## src/rtl/parking_occupancy_ctrl.sv

```systemverilog
// Parking lot occupancy controller: sensor sync/debounce, saturating car count with timed error
// flag, and sequential double-dabble conversion of occupied/free counts for the 7-seg driver.
module parking_occupancy_ctrl #(
  parameter int unsigned CAPACITY   = 99,
  parameter int unsigned DEB_CYCLES = 2500,
  parameter int unsigned ERR_HOLD   = 50_000_000
) (
  input  logic        clk_i,
  input  logic        rst_i,
  input  logic        car_in_i,
  input  logic        car_out_i,
  input  logic        show_text_i,
  output logic [3:0]  d0_o,
  output logic [3:0]  d1_o,
  output logic [3:0]  d2_o,
  output logic [3:0]  d3_o,
  output logic [3:0]  d4_o,
  output logic [3:0]  d5_o,
  output logic [3:0]  d6_o,
  output logic [3:0]  d7_o,
  output logic        text_mode_o,
  output logic        slow_o,
  output logic        med_o,
  output logic        fast_o,
  output logic        error_o,
  output logic [13:0] occupied_o,
  output logic        full_o,
  output logic        empty_o
);

  localparam int unsigned DebW = (DEB_CYCLES > 1) ? $clog2(DEB_CYCLES + 1) : 1;
  localparam int unsigned TmrW = (ERR_HOLD > 1) ? $clog2(ERR_HOLD + 1) : 1;
  localparam logic [13:0] Cap14 = 14'(CAPACITY);
  localparam logic [31:0] Cap32 = 32'(CAPACITY);
  localparam logic [31:0] Cap3x = 32'(3 * CAPACITY);

  // Index 0 = entry sensor, index 1 = exit sensor.
  logic [1:0]      s1_q, s2_q, deb_q, ev_q;
  logic [DebW-1:0] cnt_q [2];

  always_ff @(posedge clk_i or posedge rst_i) begin
    if (rst_i) begin
      s1_q  <= '0;
      s2_q  <= '0;
      deb_q <= '0;
      ev_q  <= '0;
      for (int i = 0; i < 2; i++) cnt_q[i] <= '0;
    end else begin
      s1_q <= {car_out_i, car_in_i};
      s2_q <= s1_q;
      for (int i = 0; i < 2; i++) begin
        ev_q[i] <= 1'b0;
        if (s2_q[i] == deb_q[i]) begin
          cnt_q[i] <= '0;
        end else if (cnt_q[i] == DebW'(DEB_CYCLES - 1)) begin
          cnt_q[i] <= '0;
          deb_q[i] <= s2_q[i];
          ev_q[i]  <= s2_q[i];
        end else begin
          cnt_q[i] <= cnt_q[i] + 1'b1;
        end
      end
    end
  end

  logic [13:0]     occ_q, occ_d;
  logic            full_q, empty_q, slow_q, med_q, fast_q, err_q, chg_q;
  logic            err_ev;
  logic [TmrW-1:0] tmr_q;
  logic [31:0]     occ_x4;

  always_comb begin
    occ_d  = occ_q;
    err_ev = 1'b0;
    if (ev_q[0] && !ev_q[1]) begin
      if (full_q) err_ev = 1'b1;
      else        occ_d  = occ_q + 14'd1;
    end else if (ev_q[1] && !ev_q[0]) begin
      if (empty_q) err_ev = 1'b1;
      else         occ_d  = occ_q - 14'd1;
    end
    occ_x4 = {16'd0, occ_d, 2'b00};
  end

  always_ff @(posedge clk_i or posedge rst_i) begin
    if (rst_i) begin
      occ_q   <= '0;
      full_q  <= 1'b0;
      empty_q <= 1'b1;
      slow_q  <= 1'b1;
      med_q   <= 1'b0;
      fast_q  <= 1'b0;
      chg_q   <= 1'b0;
      err_q   <= 1'b0;
      tmr_q   <= '0;
    end else begin
      occ_q   <= occ_d;
      full_q  <= (occ_d == Cap14);
      empty_q <= (occ_d == 14'd0);
      slow_q  <= (occ_x4 < Cap32);
      fast_q  <= (occ_x4 >= Cap3x);
      med_q   <= !(occ_x4 < Cap32) && !(occ_x4 >= Cap3x);
      chg_q   <= (occ_d != occ_q);
      if (err_ev) begin
        err_q <= 1'b1;
        tmr_q <= TmrW'(ERR_HOLD);
      end else if (err_q) begin
        if (tmr_q <= TmrW'(1)) begin
          err_q <= 1'b0;
          tmr_q <= '0;
        end else begin
          tmr_q <= tmr_q - 1'b1;
        end
      end
    end
  end

  // One double-dabble step: add 3 to any digit >= 5, then shift in the next binary bit.
  function automatic logic [15:0] dd_shift(input logic [15:0] b, input logic nb);
    logic [15:0] t;
    t = b;
    for (int i = 0; i < 4; i++) begin
      if (t[4*i +: 4] >= 4'd5) t[4*i +: 4] = t[4*i +: 4] + 4'd3;
    end
    return {t[14:0], nb};
  endfunction

  logic        busy_q, pend_q, init_q, start;
  logic [3:0]  step_q;
  logic [13:0] bin_occ_q, bin_free_q;
  logic [15:0] bcd_occ_q, bcd_free_q, dig_occ_q, dig_free_q;
  logic [15:0] nxt_occ, nxt_free;

  assign start    = !busy_q && (init_q || chg_q || pend_q);
  assign nxt_occ  = dd_shift(bcd_occ_q, bin_occ_q[13]);
  assign nxt_free = dd_shift(bcd_free_q, bin_free_q[13]);

  always_ff @(posedge clk_i or posedge rst_i) begin
    if (rst_i) begin
      busy_q     <= 1'b0;
      pend_q     <= 1'b0;
      init_q     <= 1'b1;
      step_q     <= '0;
      bin_occ_q  <= '0;
      bin_free_q <= '0;
      bcd_occ_q  <= '0;
      bcd_free_q <= '0;
      dig_occ_q  <= '0;
      dig_free_q <= '0;
    end else if (start) begin
      busy_q     <= 1'b1;
      pend_q     <= 1'b0;
      init_q     <= 1'b0;
      step_q     <= '0;
      bin_occ_q  <= occ_q;
      bin_free_q <= Cap14 - occ_q;
      bcd_occ_q  <= '0;
      bcd_free_q <= '0;
    end else if (busy_q) begin
      // A count change mid-conversion is remembered and converted once this run finishes.
      if (chg_q) pend_q <= 1'b1;
      bcd_occ_q  <= nxt_occ;
      bcd_free_q <= nxt_free;
      bin_occ_q  <= {bin_occ_q[12:0], 1'b0};
      bin_free_q <= {bin_free_q[12:0], 1'b0};
      step_q     <= step_q + 4'd1;
      if (step_q == 4'd13) begin
        busy_q     <= 1'b0;
        dig_occ_q  <= nxt_occ;
        dig_free_q <= nxt_free;
      end
    end
  end

  assign d0_o        = dig_free_q[3:0];
  assign d1_o        = dig_free_q[7:4];
  assign d2_o        = dig_free_q[11:8];
  assign d3_o        = dig_free_q[15:12];
  assign d4_o        = dig_occ_q[3:0];
  assign d5_o        = dig_occ_q[7:4];
  assign d6_o        = dig_occ_q[11:8];
  assign d7_o        = dig_occ_q[15:12];
  assign text_mode_o = show_text_i | err_q;
  assign slow_o      = slow_q;
  assign med_o       = med_q;
  assign fast_o      = fast_q;
  assign error_o     = err_q;
  assign occupied_o  = occ_q;
  assign full_o      = full_q;
  assign empty_o     = empty_q;

endmodule

```

## config.mk

```make
export PLATFORM = sky130hd
export DESIGN_NAME = parking_occupancy_ctrl
export DESIGN_NICKNAME = d
export VERILOG_FILES = /design/src/rtl/parking_occupancy_ctrl.sv
export SDC_FILE = /design/constraint.sdc
export NUM_CORES = 1
export LEC_CHECK = 0
export CAP_MARGIN = 20
export CORE_MARGIN = 2
export CORE_UTILIZATION = 45
export DETAILED_ROUTE_END_ITERATION = 7
export SLEW_MARGIN = 20
export SYNTH_ARGS = -nofsm -noshare
export SYNTH_HDL_FRONTEND = slang
export SYNTH_SLANG_ARGS = --single-unit
```

## constraint.sdc

```tcl
create_clock -name clk_i -period 8.3 [get_ports clk_i]
set_input_delay 1.66 -clock clk_i [delete_from_list [all_inputs] [get_ports clk_i]]
set_output_delay 1.66 -clock clk_i [all_outputs]
set_load 0.01 [all_outputs]
```

==> run summary, run 1 <==
SETUP PATH
------------------------------------------------------------------------------------
Crit path DAT                                                                2780 ps
Startpoint types                                                          input port
Critical-path maximum fanout                                                       1
Type of destination of the critical path                                primary output
Type of the worst setup path                                                  in2out
Data required time of the critical path                                      6640 ps

GLOBAL ROUTING
------------------------------------------------------------------------------------
Remaining Overflow, GRT                                                            0
Initial antenna violation count                                                    0
Via count of the first global-routing pass                                      6139
First-pass GRT wire length                                              30900 microns
Pin count of the biggest net entering global routing                             116
GRT Util Overall                                                               17.6%

MIN PATH
------------------------------------------------------------------------------------
Worst min-delay path category                                                reg2reg

PLACEMENT
------------------------------------------------------------------------------------
Detailed-placement wirelength estimate                                  11900 microns
Cells after DPL                                                                 1210
# port buffers                                                                    57
Gpl congestion                                                                 0.805

STA
------------------------------------------------------------------------------------
Final worst hold slack                                                        350 ps
Number of slew-limit violations in the final report                                0
Final clock period utilization by the worst path                               53.5%
Setup repair after global routing missed its margin                               no
Min Clock Period, post-route                                                 4440 ps
Highest clock rate                                                           225 MHz
Final TNS setup                                                                 0 ps
Relative max-transition margin                                                 37.2%
Worst-Margin Slew                                                             937 ps
Final setup viols                                                                  0
Worst-case clock skew                                                        8.24 ps
Hold Fails Final Rpt                                                               0

LOGIC SYNTHESIS
------------------------------------------------------------------------------------
Number of unique standard cell types used by synthesis                            72
EDFF count, synth                                                                  0
Share of flip-flops with an asynchronous set or reset after synthesis           100%
Mapped cell area                                                          9170 sq um
Sequential cell area fraction in the yosys report                              48.6%
Gate Count Post-Synth                                                            924
Number of synthesis warnings                                                       0
Top_reg_cell synth                                                      sky130_fd_sc_hd__dfrtp_1
Total of flip-flops plus latches after synthesis                                 178
Syn_nets                                                                         955
Post-synthesis area per instance                                          9.93 sq um

CLOCKING
------------------------------------------------------------------------------------
Number of levels in the clock H-tree                                               4
Cells resized by post-CTS repair                                                   0
Number of setup buffers added after CTS                                            0
Number of buffers created by CTS                                                  17
Clock tree root driver cell                                             sky130_fd_sc_hd__clkbuf_16
TritonCTS clock tree                                                             yes
Hold buffer count at cts                                                           0
Clock transition at path regs                                                  70 ps
Worst-Skew Late Latency                                                       430 ps
Worst-case clock buffer depth                                                      2
Clock net sink count                                                             178

FINAL LAYOUT
------------------------------------------------------------------------------------
Total Nets Final                                                                 990
Filler cell count                                                               1821
Count of non-filler cells in the finished layout                                1242
Area taken by multi-input logic gates                                     4410 sq um
Layout-stage area growth over the synthesis result                             15.1%
Area taken by flip-flops and latches                                      4460 sq um
Antenna diode count                                                                0
Fraction of layout cells with a size suffix above 1                            9.36%

ROUTE
------------------------------------------------------------------------------------
Drt via density                                                                 5.40
Starting DRC count in detailed routing                                           328
TritonRoute pass-1 iters                                                           4
Count of vias placed by the detailed router                                     6703
Remaining antenna violation count after routing                                    0
Final routed DRC violation total                                                   0
Wire length after detailed routing                                      18400 microns
Average wire per cell in the routed design                              14.8 microns

POWER AND IR DROP
------------------------------------------------------------------------------------
Overall power consumption                                                    1.75 mW
Peak VDD IR                                                               0.000143 V
Power density over the cells                                             166 nW/um^2
Leakage power total                                                          4.65 nW

DIE
------------------------------------------------------------------------------------
Die Y-Extent                                                             147 microns
Starting utilization of the core area                                          45.6%
Floorplan die width                                                      147 microns
I/O pins                                                                          58
Row Count                                                                         52
Area of the die                                                          21500 sq um
Area of the placeable core                                               20100 sq um

RUN STATUS
------------------------------------------------------------------------------------
Status                                                                     completed

FLOW RUN
------------------------------------------------------------------------------------
Max-capacitance violation count                                                    0

## where the power goes
group	leakage [nW]	switching [mW]	internal [mW]
logic	1.90	0.0209	0.00561
clock network	0.297	0.360	0.489
registers	2.46	0.00369	0.870
total	4.65	0.385	1.36
## final timing paths
path,start,depth (start not counted),slack [ps],endpoint
max in group asynchronous,rst_i,3,5080,busy_q
min,s1_q[0],0,350,s2_q[0]
max,show_text_i,3,3860,text_mode_o
min in group asynchronous,rst_i,2,1780,cnt_q[0]
min reg2reg,s1_q[0],0,350,s2_q[0]
max reg2reg,occupied_o[3],8,5660,med_o
## worst max-delay path: stages
cell	delay, ps
sky130_fd_sc_hd__clkdlybuf4s50_1	380
sky130_fd_sc_hd__or2_2	260
sky130_fd_sc_hd__clkdlybuf4s50_1	480
## through the flow
stage                     utilization, %  area (sq um)  worst slack, ps
after global placement              49.4          9940             3840
after floorplan                        -          9170             1810
final                               52.5         10600             3860
after detailed placement            49.4          9940             3850
after CTS                           52.5         10600             3850
after global routing                52.5         10600             3820
## flip-flops by register name, summed over array words and instances (netlist names), 4 cells and up
| register | count |
|---|---|
| tmr_q | 26 |
| cnt_q | 24 |
| bcd_free_q | 16 |
| bcd_occ_q | 16 |
| dig_free_q | 16 |
| dig_occ_q | 16 |
| bin_free_q | 14 |
| bin_occ_q | 14 |
| occupied_o | 14 |
| step_q | 4 |
## logic make-up after synthesis
| family | after synthesis | share of synthesized area, % |
|---|---|---|
| xor+xnor | 55 | 5.25 |
| fa+ha+maj | 26 | 3.55 |
| buf+inv | 75 | 3.33 |
| compound gates | 192 | 13.0 |
| mux | 59 | 6.78 |
| simple gates | 339 | 19.5 |
| flops | 178 | 48.6 |
## Yosys cell counts, types with 3 or more instances
cell / n / area share [%]
sky130_fd_sc_hd__a22o_1: 7 / 0.67
sky130_fd_sc_hd__a22oi_1: 3 / 0.25
sky130_fd_sc_hd__nor4_1: 12 / 0.82
sky130_fd_sc_hd__mux2i_1: 34 / 3.7
sky130_fd_sc_hd__nor4b_1: 3 / 0.29
sky130_fd_sc_hd__o31ai_1: 8 / 0.65
sky130_fd_sc_hd__nor2b_1: 6 / 0.41
sky130_fd_sc_hd__nor3_1: 19 / 1.0
sky130_fd_sc_hd__and3_1: 13 / 0.89
sky130_fd_sc_hd__o21ai_0: 77 / 4.2
sky130_fd_sc_hd__nand2_1: 106 / 4.3
sky130_fd_sc_hd__o22ai_1: 5 / 0.34
sky130_fd_sc_hd__a31oi_1: 8 / 0.55
sky130_fd_sc_hd__and2_1: 7 / 0.48
sky130_fd_sc_hd__buf_2: 7 / 0.38
sky130_fd_sc_hd__a221o_1: 6 / 0.65
sky130_fd_sc_hd__xor2_1: 28 / 2.7
sky130_fd_sc_hd__and3_4: 3 / 0.37
sky130_fd_sc_hd__o41ai_1: 3 / 0.29
sky130_fd_sc_hd__and4bb_2: 3 / 0.41
sky130_fd_sc_hd__o21a_1: 4 / 0.33
sky130_fd_sc_hd__a21oi_1: 45 / 2.5
sky130_fd_sc_hd__nor3b_1: 19 / 1.6
sky130_fd_sc_hd__mux2_2: 25 / 3.1
sky130_fd_sc_hd__dfrtp_1: 175 / 48
sky130_fd_sc_hd__ha_1: 26 / 3.5
sky130_fd_sc_hd__nand2b_1: 16 / 1.1
sky130_fd_sc_hd__clkbuf_1: 31 / 1.3
sky130_fd_sc_hd__nand3_1: 23 / 1.3
sky130_fd_sc_hd__dfstp_2: 3 / 0.86
sky130_fd_sc_hd__nand4_1: 11 / 0.75
sky130_fd_sc_hd__a211o_1: 3 / 0.29
sky130_fd_sc_hd__nor2_1: 65 / 2.7
sky130_fd_sc_hd__or2_2: 4 / 0.27
sky130_fd_sc_hd__or3_1: 5 / 0.34
sky130_fd_sc_hd__buf_1: 7 / 0.29
sky130_fd_sc_hd__xnor2_1: 27 / 2.6
sky130_fd_sc_hd__inv_1: 28 / 1.1
sky130_fd_sc_hd__a21o_1: 5 / 0.41
sky130_fd_sc_hd__nand4b_1: 4 / 0.38
## cells in the final DEF (no fill, tap or decap), types with 23 or more instances in the layout
master | netlist | layout
sky130_fd_sc_hd__nand2_1 | 106 | 106
sky130_fd_sc_hd__inv_1 | 28 | 27
sky130_fd_sc_hd__nor2_1 | 65 | 65
sky130_fd_sc_hd__mux2_2 | 25 | 25
sky130_fd_sc_hd__clkdlybuf4s50_1 | 0 | 57
sky130_fd_sc_hd__ha_1 | 26 | 26
sky130_fd_sc_hd__mux2i_1 | 34 | 34
sky130_fd_sc_hd__o21ai_0 | 77 | 77
sky130_fd_sc_hd__dfrtp_1 | 175 | 174
sky130_fd_sc_hd__xnor2_1 | 27 | 27
sky130_fd_sc_hd__nand3_1 | 23 | 23
sky130_fd_sc_hd__xor2_1 | 28 | 28
sky130_fd_sc_hd__a21oi_1 | 45 | 45
## cell type report
class	count	area share [%]
Clock inverter	13	1.65
Multi-Input combinational cell	671	41.8
Tap cell	270	3.20
Sequential cell	178	42.3
Clock buffer	19	4.19
Inverter	28	1.07
Timing Repair Buffer	63	5.83
## per-layer routing
metal | part of all wire, % | up-vias | routed length (microns) | GRT usage [%]
met4 | 1.1 | 0 | 206 | 4.95
li1 | - | 3352 | - | -
met5 | 0 | - | 0 | 0
met3 | 2.6 | 17 | 472 | 3.07
met2 | 46 | 94 | 8480 | 27.1
met1 | 50 | 3240 | 9200 | 25.6
Note: power is estimated with default switching activity, not from simulation.
==> run 2, diff against run 1 <==
- PLACE_DENSITY: unset -> 0.66
- clock period: 8.3 -> 3.7 ns (I/O delays scaled with it)
==> run 2 against run 1 <==
Compared with the run above:
- register-to-register slack got worse by 4700 ps
- combinational power rose by 150%
- clock power rose by 120%
- flip-flop and latch count did not move
- critical endpoint is now tmr_q[15]
- highest routed layer unchanged
==> run summary, run 2 (synthesis results as in run 1) <==
ROUTE
-----------------------------------------------------------------------
Average wire per cell in the routed design                 14.9 microns   +0.73%
Remaining antenna violation count after routing                       0   unchanged
TritonRoute pass-1 iters                                              5   +1
Count of vias placed by the detailed router                        6706   +0.045%
Final routed DRC violation total                                      0   unchanged
Wire length after detailed routing                         18500 microns   +0.81%
Drt via density                                                    5.40   about the same
Starting DRC count in detailed routing                              379   +16%

POWER AND IR DROP
-----------------------------------------------------------------------
Switching portion of total power                                  21.7%   -0.31 points
Overall power consumption                                       3.89 mW   +120%
Net load switching power                                       0.844 mW   +120%
Gate power share                                                   1.7%   +0.2 points
Peak VDD IR                                                  0.000308 V   +120%
Power density over the cells                                368 nW/um^2   +120%
Sequential share of power                                         50.4%   +0.4 points
Clock share of power                                              47.9%   -0.6 points
Cell Int Power                                                  3.05 mW   +120%
Leakage power total                                             4.66 nW   +0.22%

DIE
-----------------------------------------------------------------------
Area of the placeable core                                  20100 sq um   unchanged
I/O pins                                                             58   unchanged
Area of the die                                             21500 sq um   unchanged
Floorplan die width                                         147 microns   unchanged
Starting utilization of the core area                             45.6%   unchanged
Row Count                                                            52   unchanged
Die Y-Extent                                                147 microns   unchanged

FINAL LAYOUT
-----------------------------------------------------------------------
Final Instance Area                                         10600 sq um   +0.22%
Antenna diode count                                                   0   unchanged
Commonest non-fill, non-tap cell in the layout             sky130_fd_sc_hd__dfrtp_1
Total Nets Final                                                    992   +0.20%
Most flops, register                                              tmr_q
Layout-stage area growth over the synthesis result                15.4%
Core Util, Final                                                  52.6%   +0.12 points
Biggest registers after layout                             tmr_q (26), cnt_q (24)
Flip-flop count of the largest register after layout                 26   unchanged
Count of non-filler cells in the finished layout                   1243   +0.081%
Highest-count cells in the layout ignoring fill and taps   sky130_fd_sc_hd__dfrtp_1, sky130_fd_sc_hd__nand2_1, sky130_fd_sc_hd__o21ai_0
Fraction of layout cells with a size suffix above 1               9.46%   +0.093 points

STA
-----------------------------------------------------------------------
Final TNS setup                                                    0 ps   unchanged
Final setup viols                                                     0   unchanged
Setup repair after global routing missed its margin                  no
Hold Fails Final Rpt                                                  0   unchanged
Relative max-transition margin                                    33.0%   -4.2 points
Highest clock rate                                              368 MHz
Worst-Margin Slew                                               1000 ps   +63.3 ps
Final worst hold slack                                           361 ps   +10.2 ps
Min Clock Period, post-route                                    2720 ps
Final clock period utilization by the worst path                  73.4%
Setup slack of the critical path after layout                    983 ps   -2870 ps
Worst-case clock skew                                           8.30 ps   +0.0606 ps
Number of slew-limit violations in the final report                   0   unchanged

SETUP PATH
-----------------------------------------------------------------------
Data required time of the critical path                         4000 ps   -2640 ps
Startpoint types                                              flip-flop
Type of destination of the critical path                      flip-flop
Crit path DAT                                                   3020 ps   +240 ps
Setup slack on the worst flop-to-flop path                       980 ps   -4680 ps
Type of the worst setup path                                    reg2reg
Critical-path maximum fanout                                         13   +12
Depth of the most critical reg-to-reg path                            5   -3

PLACEMENT
-----------------------------------------------------------------------
Detailed-placement wirelength estimate                     12300 microns   +3.4%
# port buffers                                                       57   unchanged
Pre-CTS WS                                                      1040 ps   -2810 ps
Gpl congestion                                                    0.798   -0.88%
Cells after DPL                                                    1212   +0.17%
Post-Place Cell Area                                         9980 sq um   +0.39%

CLOCKING
-----------------------------------------------------------------------
Hold buffer count at cts                                              0   unchanged
Number of levels in the clock H-tree                                  4   unchanged
Number of buffers created by CTS                                     17   unchanged
Number of setup buffers added after CTS                               0   unchanged
Cells resized by post-CTS repair                                      0   unchanged
Clock net sink count                                                178   unchanged
TritonCTS clock tree                                                yes
Clock tree root driver cell                                sky130_fd_sc_hd__clkbuf_16
Clock transition at path regs                                     70 ps   about the same
Worst-Skew Late Latency                                          420 ps   about the same
Worst-case clock buffer depth                                         2   unchanged

GLOBAL ROUTING
-----------------------------------------------------------------------
Pin count of the biggest net entering global routing                 80   -31%
First-pass GRT wire length                                 31500 microns   +2.1%
Remaining Overflow, GRT                                               0   unchanged
Initial antenna violation count                                       0   unchanged
Via count of the first global-routing pass                         6213   +1.2%
GRT Util Overall                                                  17.7%   +0.15 points

MIN PATH
-----------------------------------------------------------------------
Min-Delay Path Depth                                                  0   unchanged
Worst min-delay path category                                   reg2reg

RUN STATUS
-----------------------------------------------------------------------
Status                                                        completed

FLOW RUN
-----------------------------------------------------------------------
Max-capacitance violation count                                       0   unchanged

run 2: metal layers:
| metal | vias up | share of wire (%) | track usage, % |
|---|---|---|---|
| li1 | 3337 | - | - |
| met1 | 3258 | 50 | 25.7 |
| met2 | 94 | 46 | 27.5 |
| met3 | 17 | 2.5 | 2.80 |
| met4 | 0 | 1.3 | 5.53 |
| met5 | - | 0 | 0 |
run 2: cell type report:
class                      count  area, sq um
tap                          270          338
clock buffer                  18          429
multi-input combinational    671         4410
clock inverter                13          175
inverter                      28          109
sequential                   178         4460
timing repair buffer          65          656
fill                        1839         9520
run 2: worst max-delay path, cell delays in order (launching register included):
cell and delay (ps):
sky130_fd_sc_hd__dfrtp_1 410, sky130_fd_sc_hd__nor4_1 640, sky130_fd_sc_hd__nand4b_1 270, sky130_fd_sc_hd__nor2_1 680
sky130_fd_sc_hd__o21ai_0 220, sky130_fd_sc_hd__a221o_1 370
run 2: final timing paths:
path,from,end
max,tmr_q[20],tmr_q[15]
min,s1_q[1],s2_q[1]
max reg2reg,tmr_q[20],tmr_q[15]
min reg2reg,s1_q[1],s2_q[1]
max in group asynchronous,rst_i,busy_q
min in group asynchronous,rst_i,bin_occ_q[10]
run 2: power by group through the flow:
| stage | clock network [mW] | logic [mW] | registers [mW] |
|---|---|---|---|
| 5_1_grt | 1.99 | 0.0775 | 1.96 |
| 4_1_cts | 1.91 | 0.0700 | 1.96 |
| 2_1_floorplan | 0 | 0.0421 | 2.00 |
| 6_report | 1.86 | 0.0657 | 1.96 |
| 3_3_place_gp | 0 | 0.0688 | 2.00 |
| 3_5_place_dp | 0 | 0.0697 | 2.00 |
==> run 3, diff against run 2 <==
- PLACE_DENSITY: 0.66 -> unset
- clock period: 3.7 -> 2.67 ns (I/O delays scaled with it)
==> run 3 against run 2 <==
Compared with the run above:
- global-route usage rose by 0.65 points
- largest power group unchanged
- wire length rose by 2.3%
- highest routed layer unchanged
- fmax rose by 11%
- combinational power rose by 35%
- clock skew rose by 3.0 ps
- setup slack got worse by 770 ps
- critical path type unchanged
- power rose by 37%
- critical endpoint is now full_o
==> run summary, run 3 (synthesis results as in run 1) <==
RUN STATUS
----------------------------------------------------------------------------------
Status                                                                   completed

DIE
----------------------------------------------------------------------------------
Area of the placeable core                                             20100 sq um   unchanged
Starting utilization of the core area                                        45.6%   unchanged
Die Y-Extent                                                           147 microns   unchanged
I/O pins                                                                        58   unchanged
Floorplan die width                                                    147 microns   unchanged
Area of the die                                                        21500 sq um   unchanged
Row Count                                                                       52   unchanged

MIN PATH
----------------------------------------------------------------------------------
Worst min-delay path category                                              reg2reg

POWER AND IR DROP
----------------------------------------------------------------------------------
Power density over the cells                                           496 nW/um^2   +35%
Sequential share of power                                                    51.1%   +0.7 points
Clock share of power                                                         47.2%   -0.7 points
Peak VDD IR                                                             0.000428 V   +39%
Switching portion of total power                                             22.1%   +0.42 points
Leakage power total                                                        4.77 nW   +2.2%
Net load switching power                                                   1.18 mW   +39%
Cell Int Power                                                             4.14 mW   +36%
Gate power share                                                              1.7%   about the same

SETUP PATH
----------------------------------------------------------------------------------
Crit path buf inv count                                                          1   +1
Startpoint types                                                         flip-flop
Type of the worst setup path                                               reg2reg
Crit path DAT                                                              2750 ps   -270 ps
Critical-path maximum fanout                                                     9   -4
Slowest cell on crit path                                             sky130_fd_sc_hd__dfrtp_1
Ordered cell list for the critical path                               inv_1, ha_1, nor4bb_1, nand3_1, o22ai_1, nor4_1, nor3_2, nor3_1
Family of cells with the greatest summed delay on the critical path   simple AND/OR/NAND/NOR gates
Data required time of the critical path                                    2960 ps   -1040 ps
Type of destination of the critical path                                 flip-flop
Worst stage delay on the critical path                                      470 ps   -210 ps

CLOCKING
----------------------------------------------------------------------------------
TritonCTS clock tree                                                           yes
Number of setup buffers added after CTS                                          0   unchanged
Number of levels in the clock H-tree                                             4   unchanged
Worst-case clock buffer depth                                                    2   unchanged
Worst-Skew Late Latency                                                     430 ps   about the same
Number of buffers created by CTS                                                17   unchanged
Clock tree root driver cell                                           sky130_fd_sc_hd__clkbuf_16
Clock net sink count                                                           178   unchanged
Clock transition at path regs                                                70 ps   about the same

PLACEMENT
----------------------------------------------------------------------------------
Cells after DPL                                                               1234   +1.8%
Detailed-placement wirelength estimate                                12900 microns   +5.0%
# port buffers                                                                  57   unchanged
Gpl congestion                                                               0.848   +6.3%
Pre-CTS WS                                                                  240 ps   -799 ps

FINAL LAYOUT
----------------------------------------------------------------------------------
Biggest registers after layout                                        tmr_q (26), cnt_q (24)
Flip-flop count of the largest register after layout                            26   unchanged
Filler cell count                                                             1783   -3.0%
Highest-count cells in the layout ignoring fill and taps              sky130_fd_sc_hd__dfrtp_1, sky130_fd_sc_hd__nand2_1, sky130_fd_sc_hd__o21ai_0
Antenna diode count                                                              0   unchanged
Commonest non-fill, non-tap cell in the layout                        sky130_fd_sc_hd__dfrtp_1
Fraction of layout cells with a size suffix above 1                          11.6%   +2.2 points
Layout-stage area growth over the synthesis result                           17.0%
Count of non-filler cells in the finished layout                              1266   +1.9%
Most flops, register                                                         tmr_q
Total Nets Final                                                              1014   +2.2%

GLOBAL ROUTING
----------------------------------------------------------------------------------
Pin count of the biggest net entering global routing                            86   +7.5%
Via count of the first global-routing pass                                    6482   +4.3%
Remaining Overflow, GRT                                                          0   unchanged
GRT Util Overall                                                             18.4%   +0.65 points
Initial antenna violation count                                                  0   unchanged
First-pass GRT wire length                                            32200 microns   +2.0%

STA
----------------------------------------------------------------------------------
Relative max-transition margin                                               65.3%   +32 points
Hold Fails Final Rpt                                                             0   unchanged
Worst-case clock skew                                                      11.3 ps   +2.98 ps
Final clock period utilization by the worst path                             92.0%   +19 points
Setup repair after global routing missed its margin                             no
Setup slack of the critical path after layout                               214 ps   -769 ps
Number of slew-limit violations in the final report                              0   unchanged
Final worst hold slack                                                      349 ps   -11.8 ps
Final setup viols                                                                0   unchanged
Min Clock Period, post-route                                               2460 ps   -261 ps
Worst-Margin Slew                                                           515 ps   -485 ps
Highest clock rate                                                         407 MHz   +11%

ROUTE
----------------------------------------------------------------------------------
Drt via density                                                               5.34   -0.98%
Average wire per cell in the routed design                            15.0 microns   +0.49%
TritonRoute pass-1 iters                                                         5   unchanged
Starting DRC count in detailed routing                                         290   -23%
Remaining antenna violation count after routing                                  0   unchanged
Count of vias placed by the detailed router                                   6763   +0.85%
Wire length after detailed routing                                    18900 microns   +2.3%
Final routed DRC violation total                                                 0   unchanged

FLOW RUN
----------------------------------------------------------------------------------
Max-capacitance violation count                                                  0   unchanged

==> run 3: cell count changes in the layout (fill, tap and decap cells not counted), sizes merged <==
cell      before  now
buf            8   30
bufinv         3    2
clkinv         4    6
inv           32   31
clkinvlp       2    3
==> run 3: final cells by class <==
type / instances / area (sq um) / area share (%)
Sequential cell: 178 / 4460 / 41.6
Multi-Input combinational cell: 671 / 4420 / 41.1
Timing Repair Buffer: 87 / 821 / 7.65
Clock buffer: 18 / 439 / 4.09
Tap cell: 270 / 338 / 3.15
Clock inverter: 14 / 151 / 1.41
Inverter: 28 / 109 / 1.01
==> run 3: what timing repair did <==
action	CTS	global route
setup endpoints to repair	0	1
hold buffers	0	0
resized for setup	0	1
==> run 3: worst paths after layout <==
check / from / to / slack, ps / cells past startpoint
worst max-delay path: occupied_o[3] / full_o / 210 / 8
worst min-delay path: s1_q[0] / s2_q[0] / 350 / 0
worst max register to register: occupied_o[3] / full_o / 210 / 8
worst min register to register: s1_q[0] / s2_q[0] / 350 / 0
max in group asynchronous: rst_i / empty_o / 1530 / 3
min in group asynchronous: rst_i / bin_free_q[10] / 410 / 2
==> run 3: metrics by stage <==
step | utilization (%) | TNS, ps | instance area, sq um | power, mW
2_1_floorplan | - | -24880 | 9180 | 2.82
3_3_place_gp | 50.5 | 0 | 10100 | 2.86
3_5_place_dp | 50.5 | 0 | 10100 | 2.86
4_1_cts | 53.4 | 0 | 10700 | 5.40
5_1_grt | 53.4 | 0 | 10700 | 5.54
6_report | 53.4 | 0 | 10700 | 5.32
==> run 3: power groups by stage <==
| stage | registers, mW | logic [mW] | clock network, mW |
|---|---|---|---|
| floorplan | 2.77 | 0.0583 | 0 |
| global placement | 2.77 | 0.0948 | 0 |
| detailed placement | 2.77 | 0.0952 | 0 |
| CTS | 2.72 | 0.0953 | 2.59 |
| global route | 2.72 | 0.106 | 2.72 |
| finish | 2.72 | 0.0888 | 2.51 |
==> run 3: routing by layer <==
| metal | vias up | track usage [%] | routed length, microns |
|---|---|---|---|
| met3 | 18 | 3.85 | 466 |
| met1 | 3282 | 25.4 | 9250 |
| met2 | 65 | 29.7 | 9010 |
| met4 | 0 | 4.61 | 211 |
| li1 | 3398 | - | - |
| met5 | - | 0 | 0 |
==> run 3: worst reg2reg max path, delay by kind of cell (launching register included) <==
kind	cells	cell delay, ps
flip-flops	1	470
buffers and inverters	1	150
AO/OA/AOI/OAI	1	320
adder cells (fa/ha/maj)	1	290
AND/OR/NAND/NOR	5	1090
